[src/rtl/rr_mux_arbiter_if.sv]
// Handshake bundle between the requesters, the round-robin arbiter and the
// downstream consumer of the shared mux output.
interface rr_mux_arbiter_if #(
   parameter int N_REQ = 4,
   parameter int WIDTH = 4,
   parameter int SEL_W = 2
);
   logic [N_REQ-1:0]       req;
   logic [N_REQ-1:0]       lock;
   logic [N_REQ*WIDTH-1:0] data_in;
   logic [N_REQ-1:0]       gnt;
   logic                   out_valid;
   logic                   out_ready;
   logic [WIDTH-1:0]       out_data;
   logic [SEL_W-1:0]       out_src;

   // Sources and consumer side
   modport master (
      output req, lock, data_in, out_ready,
      input  gnt, out_valid, out_data, out_src
   );

   // Arbiter side
   modport slave (
      input  req, lock, data_in, out_ready,
      output gnt, out_valid, out_data, out_src
   );
endinterface

[src/rtl/rr_mux_arbiter.sv]
// Round-robin arbiter driving an N:1 word mux into a single registered output
// stage with valid/ready handshake. A requester that raises lock together with
// req keeps the mux for as long as both stay high.
module rr_mux_arbiter #(
   parameter int N_REQ = 4,
   parameter int WIDTH = 4,
   parameter int SEL_W = 2
) (
   input logic              clk,
   input logic              rst_n,
   rr_mux_arbiter_if.slave  bus
);

   typedef enum logic {
      ST_ARB    = 1'b0,
      ST_LOCKED = 1'b1
   } state_t;

   state_t           r_state;
   logic [SEL_W-1:0] r_ptr;
   logic [SEL_W-1:0] r_owner;
   logic             r_out_valid;
   logic [WIDTH-1:0] r_out_data;
   logic [SEL_W-1:0] r_out_src;

   logic             w_hold;
   logic [N_REQ-1:0] w_eligible;
   logic [SEL_W-1:0] w_winner;
   logic             w_found;
   logic             w_load;
   logic [SEL_W-1:0] w_next_ptr;
   logic [N_REQ-1:0] w_gnt;

   // The burst continues only while the owner keeps both req and lock high;
   // otherwise this same cycle falls back to normal round-robin.
   assign w_hold = (r_state == ST_LOCKED) && bus.req[r_owner] && bus.lock[r_owner];

   // Restrict the candidate set to the owner while a burst is held
   always_comb begin
      w_eligible = bus.req;
      if (w_hold) begin
         w_eligible          = '0;
         w_eligible[r_owner] = 1'b1;
      end
   end

   // Pick the first eligible requester searching upward from the pointer, wrapping
   always_comb begin
      int idx;
      idx      = 0;
      w_winner = r_ptr;
      w_found  = 1'b0;
      for (int k = 0; k < N_REQ; k++) begin
         idx = int'(r_ptr) + k;
         if (idx >= N_REQ) begin
            idx = idx - N_REQ;
         end
         if (!w_found && w_eligible[idx[SEL_W-1:0]]) begin
            w_found  = 1'b1;
            w_winner = idx[SEL_W-1:0];
         end
      end
   end

   // A word is consumed only when the output stage is free or draining this cycle
   assign w_load     = rst_n && (!r_out_valid || bus.out_ready) && w_found;
   assign w_next_ptr = (w_winner == SEL_W'(N_REQ - 1)) ? '0 : w_winner + 1'b1;

   // One-hot grant to the winning source in the cycle its word is captured
   always_comb begin
      w_gnt = '0;
      if (w_load) begin
         w_gnt[w_winner] = 1'b1;
      end
   end

   assign bus.gnt       = w_gnt;
   assign bus.out_valid = r_out_valid;
   assign bus.out_data  = r_out_data;
   assign bus.out_src   = r_out_src;

   // Arbitration FSM, pointer and registered output stage
   always_ff @(posedge clk) begin
      if (!rst_n) begin
         r_state     <= ST_ARB;
         r_ptr       <= '0;
         r_owner     <= '0;
         r_out_valid <= 1'b0;
         r_out_data  <= '0;
         r_out_src   <= '0;
      end else if (w_load) begin
         r_out_valid <= 1'b1;
         r_out_data  <= bus.data_in[w_winner*WIDTH +: WIDTH];
         r_out_src   <= w_winner;
         // While holding, the pointer already sits just past the owner
         if (!w_hold) begin
            r_ptr <= w_next_ptr;
         end
         if (bus.lock[w_winner]) begin
            r_state <= ST_LOCKED;
            r_owner <= w_winner;
         end else begin
            r_state <= ST_ARB;
         end
      end else begin
         if (bus.out_ready) begin
            r_out_valid <= 1'b0;
         end
         if ((r_state == ST_LOCKED) && !w_hold) begin
            r_state <= ST_ARB;
         end
      end
   end

endmodule

[src/flat_wrapper.sv]
// flat-port wrapper written by rule: the top's interface ports become plain ports
module rr_mux_arbiter_flat 
#(
   parameter int N_REQ = 4,
   parameter int WIDTH = 4,
   parameter int SEL_W = 2
)
  (clk, rst_n, bus_req, bus_lock, bus_data_in, bus_out_ready, bus_gnt, bus_out_valid, bus_out_data, bus_out_src);
  rr_mux_arbiter_if #(.N_REQ(N_REQ), .WIDTH(WIDTH), .SEL_W(SEL_W)) bus_i ();
  input logic clk;
  input logic rst_n;
  input wire logic [$bits(bus_i.req)-1:0] bus_req;
  input wire logic [$bits(bus_i.lock)-1:0] bus_lock;
  input wire logic [$bits(bus_i.data_in)-1:0] bus_data_in;
  input wire logic [$bits(bus_i.out_ready)-1:0] bus_out_ready;
  output wire logic [$bits(bus_i.gnt)-1:0] bus_gnt;
  output wire logic [$bits(bus_i.out_valid)-1:0] bus_out_valid;
  output wire logic [$bits(bus_i.out_data)-1:0] bus_out_data;
  output wire logic [$bits(bus_i.out_src)-1:0] bus_out_src;
  assign bus_i.req = bus_req;
  assign bus_i.lock = bus_lock;
  assign bus_i.data_in = bus_data_in;
  assign bus_i.out_ready = bus_out_ready;
  assign bus_gnt = bus_i.gnt;
  assign bus_out_valid = bus_i.out_valid;
  assign bus_out_data = bus_i.out_data;
  assign bus_out_src = bus_i.out_src;
  rr_mux_arbiter #(.N_REQ(N_REQ), .WIDTH(WIDTH), .SEL_W(SEL_W)) u_core (.clk(clk), .rst_n(rst_n), .bus(bus_i));
endmodule
[config.mk]
export PLATFORM = sky130hd
export DESIGN_NAME = rr_mux_arbiter_flat
export DESIGN_NICKNAME = d
export VERILOG_FILES = /design/src/rtl/rr_mux_arbiter_if.sv /design/src/rtl/rr_mux_arbiter.sv /design/src/flat_wrapper.sv
export SDC_FILE = /design/constraint.sdc
export NUM_CORES = 1
export LEC_CHECK = 0
export ABC_AREA = 1
export BUFFER_PORTS_ARGS = -buffer_cell sky130_fd_sc_hd__buf_2
export CAP_MARGIN = 20
export CELL_PAD_IN_SITES_DETAIL_PLACEMENT = 1
export CELL_PAD_IN_SITES_GLOBAL_PLACEMENT = 1
export CORE_MARGIN = 2
export CORE_UTILIZATION = 24
export DETAILED_ROUTE_END_ITERATION = 16
export PLACE_DENSITY = 0.58
export SKIP_LAST_GASP = 1
export SLEW_MARGIN = 20
export SYNTH_ARGS = -nofsm -noshare
export SYNTH_HDL_FRONTEND = slang
export SYNTH_SLANG_ARGS = --single-unit
[constraint.sdc]
create_clock -name clk -period 4.8 [get_ports clk]
set_input_delay 0.72 -clock clk [delete_from_list [all_inputs] [get_ports clk]]
set_output_delay 0.72 -clock clk [all_outputs]
set_load 0.05 [all_outputs]
==> results of run 1 <==
[layout by cell type, fill, tap and decap left out, drive strengths merged]
cell and instances:
ha 4, xnor2 1, inv 25, and2 1, o21bai 1, nand4 7, nor2 18, clkbuf 3
a21oi 7, o21ai 6, dfxtp 12, nand2 80, buf 37, nand3 35
[logic make-up after synthesis]
group           Yosys count  synth area share (%)
simple gates            141                 58.68
buf+inv                  29                 9.949
compound gates           14                 7.107
xor+xnor                  1                0.7108
fa+ha+maj                 4                 4.061
flops                    12                 19.49
[cell type report]
class / instances / area, um^2
repair buffers: 37 / 185.2
clock buffers: 3 / 41.29
multi-input cells: 160 / 869.6
flip-flops and latches: 12 / 240.2
inverters: 25 / 96.34
fillers: 680 / 3522
well taps: 70 / 87.58
[sequential cells by signal, indices dropped and copies added (netlist names)]
signal	flops
u_core.bus.out_src	2
u_core.bus.out_data	4
u_core.r_state	1
u_core.r_ptr	2
u_core.r_owner	2
u_core.bus.out_valid	1
[final timing paths]
path                                        from                                   to  slack (ps)  cells past startpoint
min          u_core.bus.out_data[1]$_SDFFE_PN0P_  u_core.bus.out_data[1]$_SDFFE_PN0P_         470                      2
min reg2reg  u_core.bus.out_data[1]$_SDFFE_PN0P_  u_core.bus.out_data[1]$_SDFFE_PN0P_         470                      2
max               u_core.r_owner[0]$_SDFFE_PN0P_                           bus_gnt[2]        1060                     20
max reg2reg       u_core.r_owner[0]$_SDFFE_PN0P_         u_core.r_ptr[1]$_SDFFE_PN0P_        1970                     19
[routing by layer]
| layer | vias to the layer above | share of wire (%) |
|---|---|---|
| met5 | - | 0 |
| met4 | 0 | 0.35 |
| met3 | 2 | 4.6 |
| met2 | 28 | 46 |
| met1 | 606 | 49 |
| li1 | 714 | - |
[worst max-delay path, delay by kind of cell, from the launching register on]
kind                     cells  cell delay, ps
buffers and inverters        2             310
AND/OR/NAND/NOR             16            1390
flip-flops                   1             560
adder cells (fa/ha/maj)      1             210
AO/OA/AOI/OAI                1             280
[metrics by stage]
step	instance area, um^2	std cells	hold WS, ps	setup slack (ps)	util, %
after floorplan	1232	201	565.2	1180	-
after global placement	1479	304	460.0	1022	29.33
after detailed placement	1479	304	467.4	1015	29.33
after CTS	1520	307	477.4	973.1	30.15
after global routing	1520	307	504.8	734.5	30.15
final	1520	307	471.5	1061	30.15
==> flow_metrics.tcl, run 1 <==
set metrics [dict create \
    outcome "finished clean" \
    antennaDiodeCount 0 \
    ys_types 26 \
    cp-end-kind "output port" \
    drtIter0Drc 37 \
    drive_above_1_share_pct 28.27 \
    fp.dieH_um 75.66 \
    ctsResizeCount 0 \
    hp-class "reg -> reg" \
    synth_common_cells "67 x nand2_1, 31 x nand3_1, 21 x inv_1" \
    numCtsBuffers 3 \
    initial_core_util_pct 24.44 \
    cts_setup_buffers 0 \
    use_met1_pct 18.61 \
    clk_path_buf_depth 2 \
    insertion_delay_ps 240 \
    gp_congestion 0.7558 \
    grt_setup_unrepaired "no" \
    slew_headroom_pct 60.87 \
    grt_pass1_vias 1337 \
    avgSynthCellArea_um2 6.132 \
    tightest_slew_ps 582.7 \
    netlist_instances 201 \
    hpwl_um 2907 \
    drc 0 \
    hold_viol 0 \
    post-route-period-util_pct 77.89 \
    yosysMostFrequentCell "nand2_1" \
    nets 270 \
    cp-start-kind "flop" \
    busiest_layer "met2" \
    cts_tree "done" \
    clock_sinks 12 \
    grtUsageMet3_pct 2.116 \
    fp.coreArea_um2 5042 \
    finalSetupViolCount 0 \
    grt_antenna_before_repair 0 \
    path_cells "nand2_1 -> nand2_1 -> nand2_2 -> nand2_4 -> nand3_4 -> nand2_1 -> nand3_1 -> nand2_1 -> nand2_2 -> nand2_4 -> nand2_1 -> nand2_1 -> nand2_1 -> nand2_1 -> nand2_2 -> a21oi_4 -> ha_1 -> inv_1 -> nor2_1 -> buf_2" \
    wirelength_um 3457 \
    rows 26 \
    cts_root_buf "clkbuf_8" \
    cpMostUsedCell "nand2_1" \
    drt-pass1-iter-count 4 \
    cts-htree-levels 1 \
    cp_slowest_cell "dfxtp_1" \
    grt.overflow.total 0 \
    ys.flop_type "dfxtp_1" \
    syn_area_um2 1232 \
    grt_max_degree 14 \
    drt-vias-per-instance 4.397 \
    synth_top_area_share_pct 20.41 \
    cap_violations 0 \
    ys_seq_area_share_pct 19.49 \
    synth_area_leader_cell "nand2_1" \
    synth_nets 232 \
    die_w_um 75.66 \
    grt_usage_pct 13.84 \
    cp.required_ps 4080 \
    critPathMaxStageDelay_ps 560 \
    setup.worst_path.class "reg -> out" \
    dieArea_um2 5724 \
    synthArstFlopShare_pct 0 \
    wire_per_inst_um 11.26 \
    areaGrowthSynthToFinish_pct 23.35 \
    max_freq_mhz 267.5 \
    ant_nets 0 \
    drv_slew 0 \
    finClkSkew_ps 6.586 \
    worst_ep_arrival_time_ps 3020 \
    grt_pass1_wl_um 6168 \
    cts.hold.buffers_added 0 \
    dr_total_vias 1350 \
    cp_max_fo 10 \
    ys_warn_count 0 \
    clk_pin_slew_ps 60 \
    io_buffers 37 \
    io_pins 38 \
    grt.met2_usage_pct 24.06 \
    finalSetupTns_ps 0 \
    synth_edf_count 0 \
    period_minus_slack_ps 3739 \
    synth_area_leaders "nand2_1 20%, dfxtp_1 19%, nand3_1 13%" \
    ys_ff_latch 12 \
]
Power of run 1 is left out: the tool's default activity adds up to more than one toggle a clock period on the data nets, which glitch-free logic cannot reach.
==> inputs of run 2 (changes only) <==
--- a/config.mk
+++ b/config.mk
@@ -13,7 +13,7 @@
 export CORE_MARGIN = 2
 export CORE_UTILIZATION = 24
 export DETAILED_ROUTE_END_ITERATION = 16
-export PLACE_DENSITY = 0.58
+export PLACE_DENSITY = 0.6
 export SKIP_LAST_GASP = 1
 export SLEW_MARGIN = 20
 export SYNTH_ARGS = -nofsm -noshare
==> constraint.sdc (replaced) <==
create_clock -name clk -period 3.2 [get_ports clk]
set_input_delay 0.48 -clock clk [delete_from_list [all_inputs] [get_ports clk]]
set_output_delay 0.48 -clock clk [all_outputs]
set_load 0.05 [all_outputs]
==> run 2 against run 1 <==
Against the previous run:
- setup slack worse by 1000 ps
- worst hold slack worse by 10 ps
- design area is 20% higher
- sequential share of layout area is 2.4 points lower
- first-iteration DRC count is 30% lower
- wire length is 16% higher
- non-clock buffer count is 20 higher
- critical path depth is 1 higher
- utilization is 6.1 points higher
- final cell count is 6.5% higher
- via count is 7.7% higher
- clock skew is 5.5 ps lower
- largest cell class unchanged
==> flow_metrics.tcl, run 2 (synthesized netlist as in run 1, its figures left out) <==
set metrics [dict create \
    numCtsBuffers 3 \
    wire_per_inst_um 12.28 \
    drv_slew 0 \
    dieArea_um2 5724 \
    slew_headroom_pct 72.82 \
    instances_no_fill 327 \
    clock_sinks 12 \
    final_cell_mix "56 x nand2_1, 33 x buf_2, 25 x nand3_1" \
    cts_tree "done" \
    drive_above_1_share_pct 44.75 \
    fp.coreArea_um2 5042 \
    gp_congestion 0.8087 \
    cap_violations 0 \
    clk_path_buf_depth 2 \
    die_w_um 75.66 \
    grt_pass1_wl_um 6251 \
    drc 0 \
    cp.required_ps 2720 \
    drt-pass1-iter-count 4 \
    cp-startpoint "u_core.r_owner[0]$_SDFFE_PN0P_" \
    fp.dieH_um 75.66 \
    cts-htree-levels 1 \
    drt-vias-per-instance 4.446 \
    grt_antenna_before_repair 0 \
    io_pins 38 \
    layout_commonest_cell "nand2_1" \
    worst_ep_arrival_time_ps 2670 \
    hpwl_um 3039 \
    io_buffers 37 \
    min-delay-start "u_core.bus.out_data[1]$_SDFFE_PN0P_" \
    period_minus_slack_ps 3146 \
    outcome "finished clean" \
    cp-start-kind "flop" \
    ant_nets 0 \
    dp.cells 312 \
    grt_setup_unrepaired "yes" \
    grt_usage_pct 13.94 \
    nets 290 \
    hp-class "reg -> reg" \
    grt_pass1_vias 1390 \
    dr_total_vias 1454 \
    drtIter0Drc 26 \
    cp_max_fo 8 \
    setup.worst_path.class "reg -> out" \
    tightest_slew_ps 407.2 \
    cp-end-kind "output port" \
    rows 26 \
    grt_max_degree 14 \
    largest_reg_flops 4 \
    hold_viol 0 \
    areaGrowthSynthToFinish_pct 48.12 \
    cts_root_buf "clkbuf_8" \
    grt.overflow.total 0 \
    wirelength_um 4017 \
    clk_pin_slew_ps 50 \
    max_freq_mhz 317.9 \
    initial_core_util_pct 24.44 \
    antennaDiodeCount 0 \
    post-route-period-util_pct 98.30 \
    r2r-start "u_core.r_owner[0]$_SDFFE_PN0P_" \
    hold_depth 2 \
    finClkSkew_ps 1.132 \
    insertion_delay_ps 240 \
    finalSetupViolCount 0 \
    ff2ff_path_depth 21 \
]
[run 2: cell count changes in the layout (fill, tap and decap cells not counted), moves of 2 or more]
cell / before / now
nand3_2: 2 / 8
nand2_4: 5 / 7
nand3_1: 31 / 25
ha_1: 4 / 0
nor2_2: 0 / 4
nor2_1: 15 / 11
buf_6: 0 / 5
nand2_2: 8 / 16
ha_2: 0 / 3
nand2_1: 67 / 56
buf_2: 37 / 33
buf_4: 0 / 19
[run 2: worst paths after layout]
check | slack [ps] | endpoint
hold / removal | 460 | u_core.bus.out_data[1]$_SDFFE_PN0P_
setup reg to reg | 620 | u_core.bus.out_data[3]$_SDFFE_PN0P_
hold reg to reg | 460 | u_core.bus.out_data[1]$_SDFFE_PN0P_
setup / recovery | 50 | bus_gnt[2]
[run 2: worst max-delay path, stage by stage, from the launching register on]
cell     delay, ps
dfxtp_4        380
inv_4           70
nand2_1         50
nand2_1         70
nand2_2         60
nand2_4        110
nand3_4        130
nand2_2        100
nand3_1         90
nand2_2        120
nand2_2         70
nand2_4        100
nand2_1         80
nand2_1         60
nand2_1         60
nand2_2         90
nand2_4         70
a21oi_4        190
ha_2           200
inv_1           40
nor2_2         110
buf_6          170
[run 2: stage by stage]
step                      util, %  setup TNS [ps]  setup WS [ps]  hold slack, ps  area [um^2]
after detailed placement    30.52               0          28.68           457.1         1539
final                       36.20               0          54.37           461.4         1826
after CTS                   31.51               0          13.08           466.9         1589
after global routing        36.20          -412.3         -137.7           502.9         1826
after floorplan                 -               0          60.26           565.2         1232
after global placement      30.52               0          87.32           454.4         1539
[run 2: area by class of cell]
type                    instances  area, um^2
clock buffers                   3       41.29
inverters                      25       103.9
repair buffers                 57       364.1
fillers                       684        3217
multi-input cells             160       984.7
well taps                      70       87.58
flip-flops and latches         12       244.0
[run 2: routing by layer]
metal | track usage, % | vias to the layer above | part of all wire (%) | wire, um
li1 | - | 756 | - | -
met1 | 18.88 | 665 | 47 | 1877
met2 | 23.77 | 31 | 49 | 1986
met3 | 1.720 | 2 | 3.5 | 139
met4 | 2.924 | 0 | 0.32 | 13
met5 | 0 | - | 0 | 0
[run 2: timing repair]
item,in CTS,in global routing
pin swaps,0,23
hold buffers,0,0
setup endpoints to repair,4,4
buffers inserted,0,12
gates resized for setup,4,44
Power of run 2 is left out for the same reason.
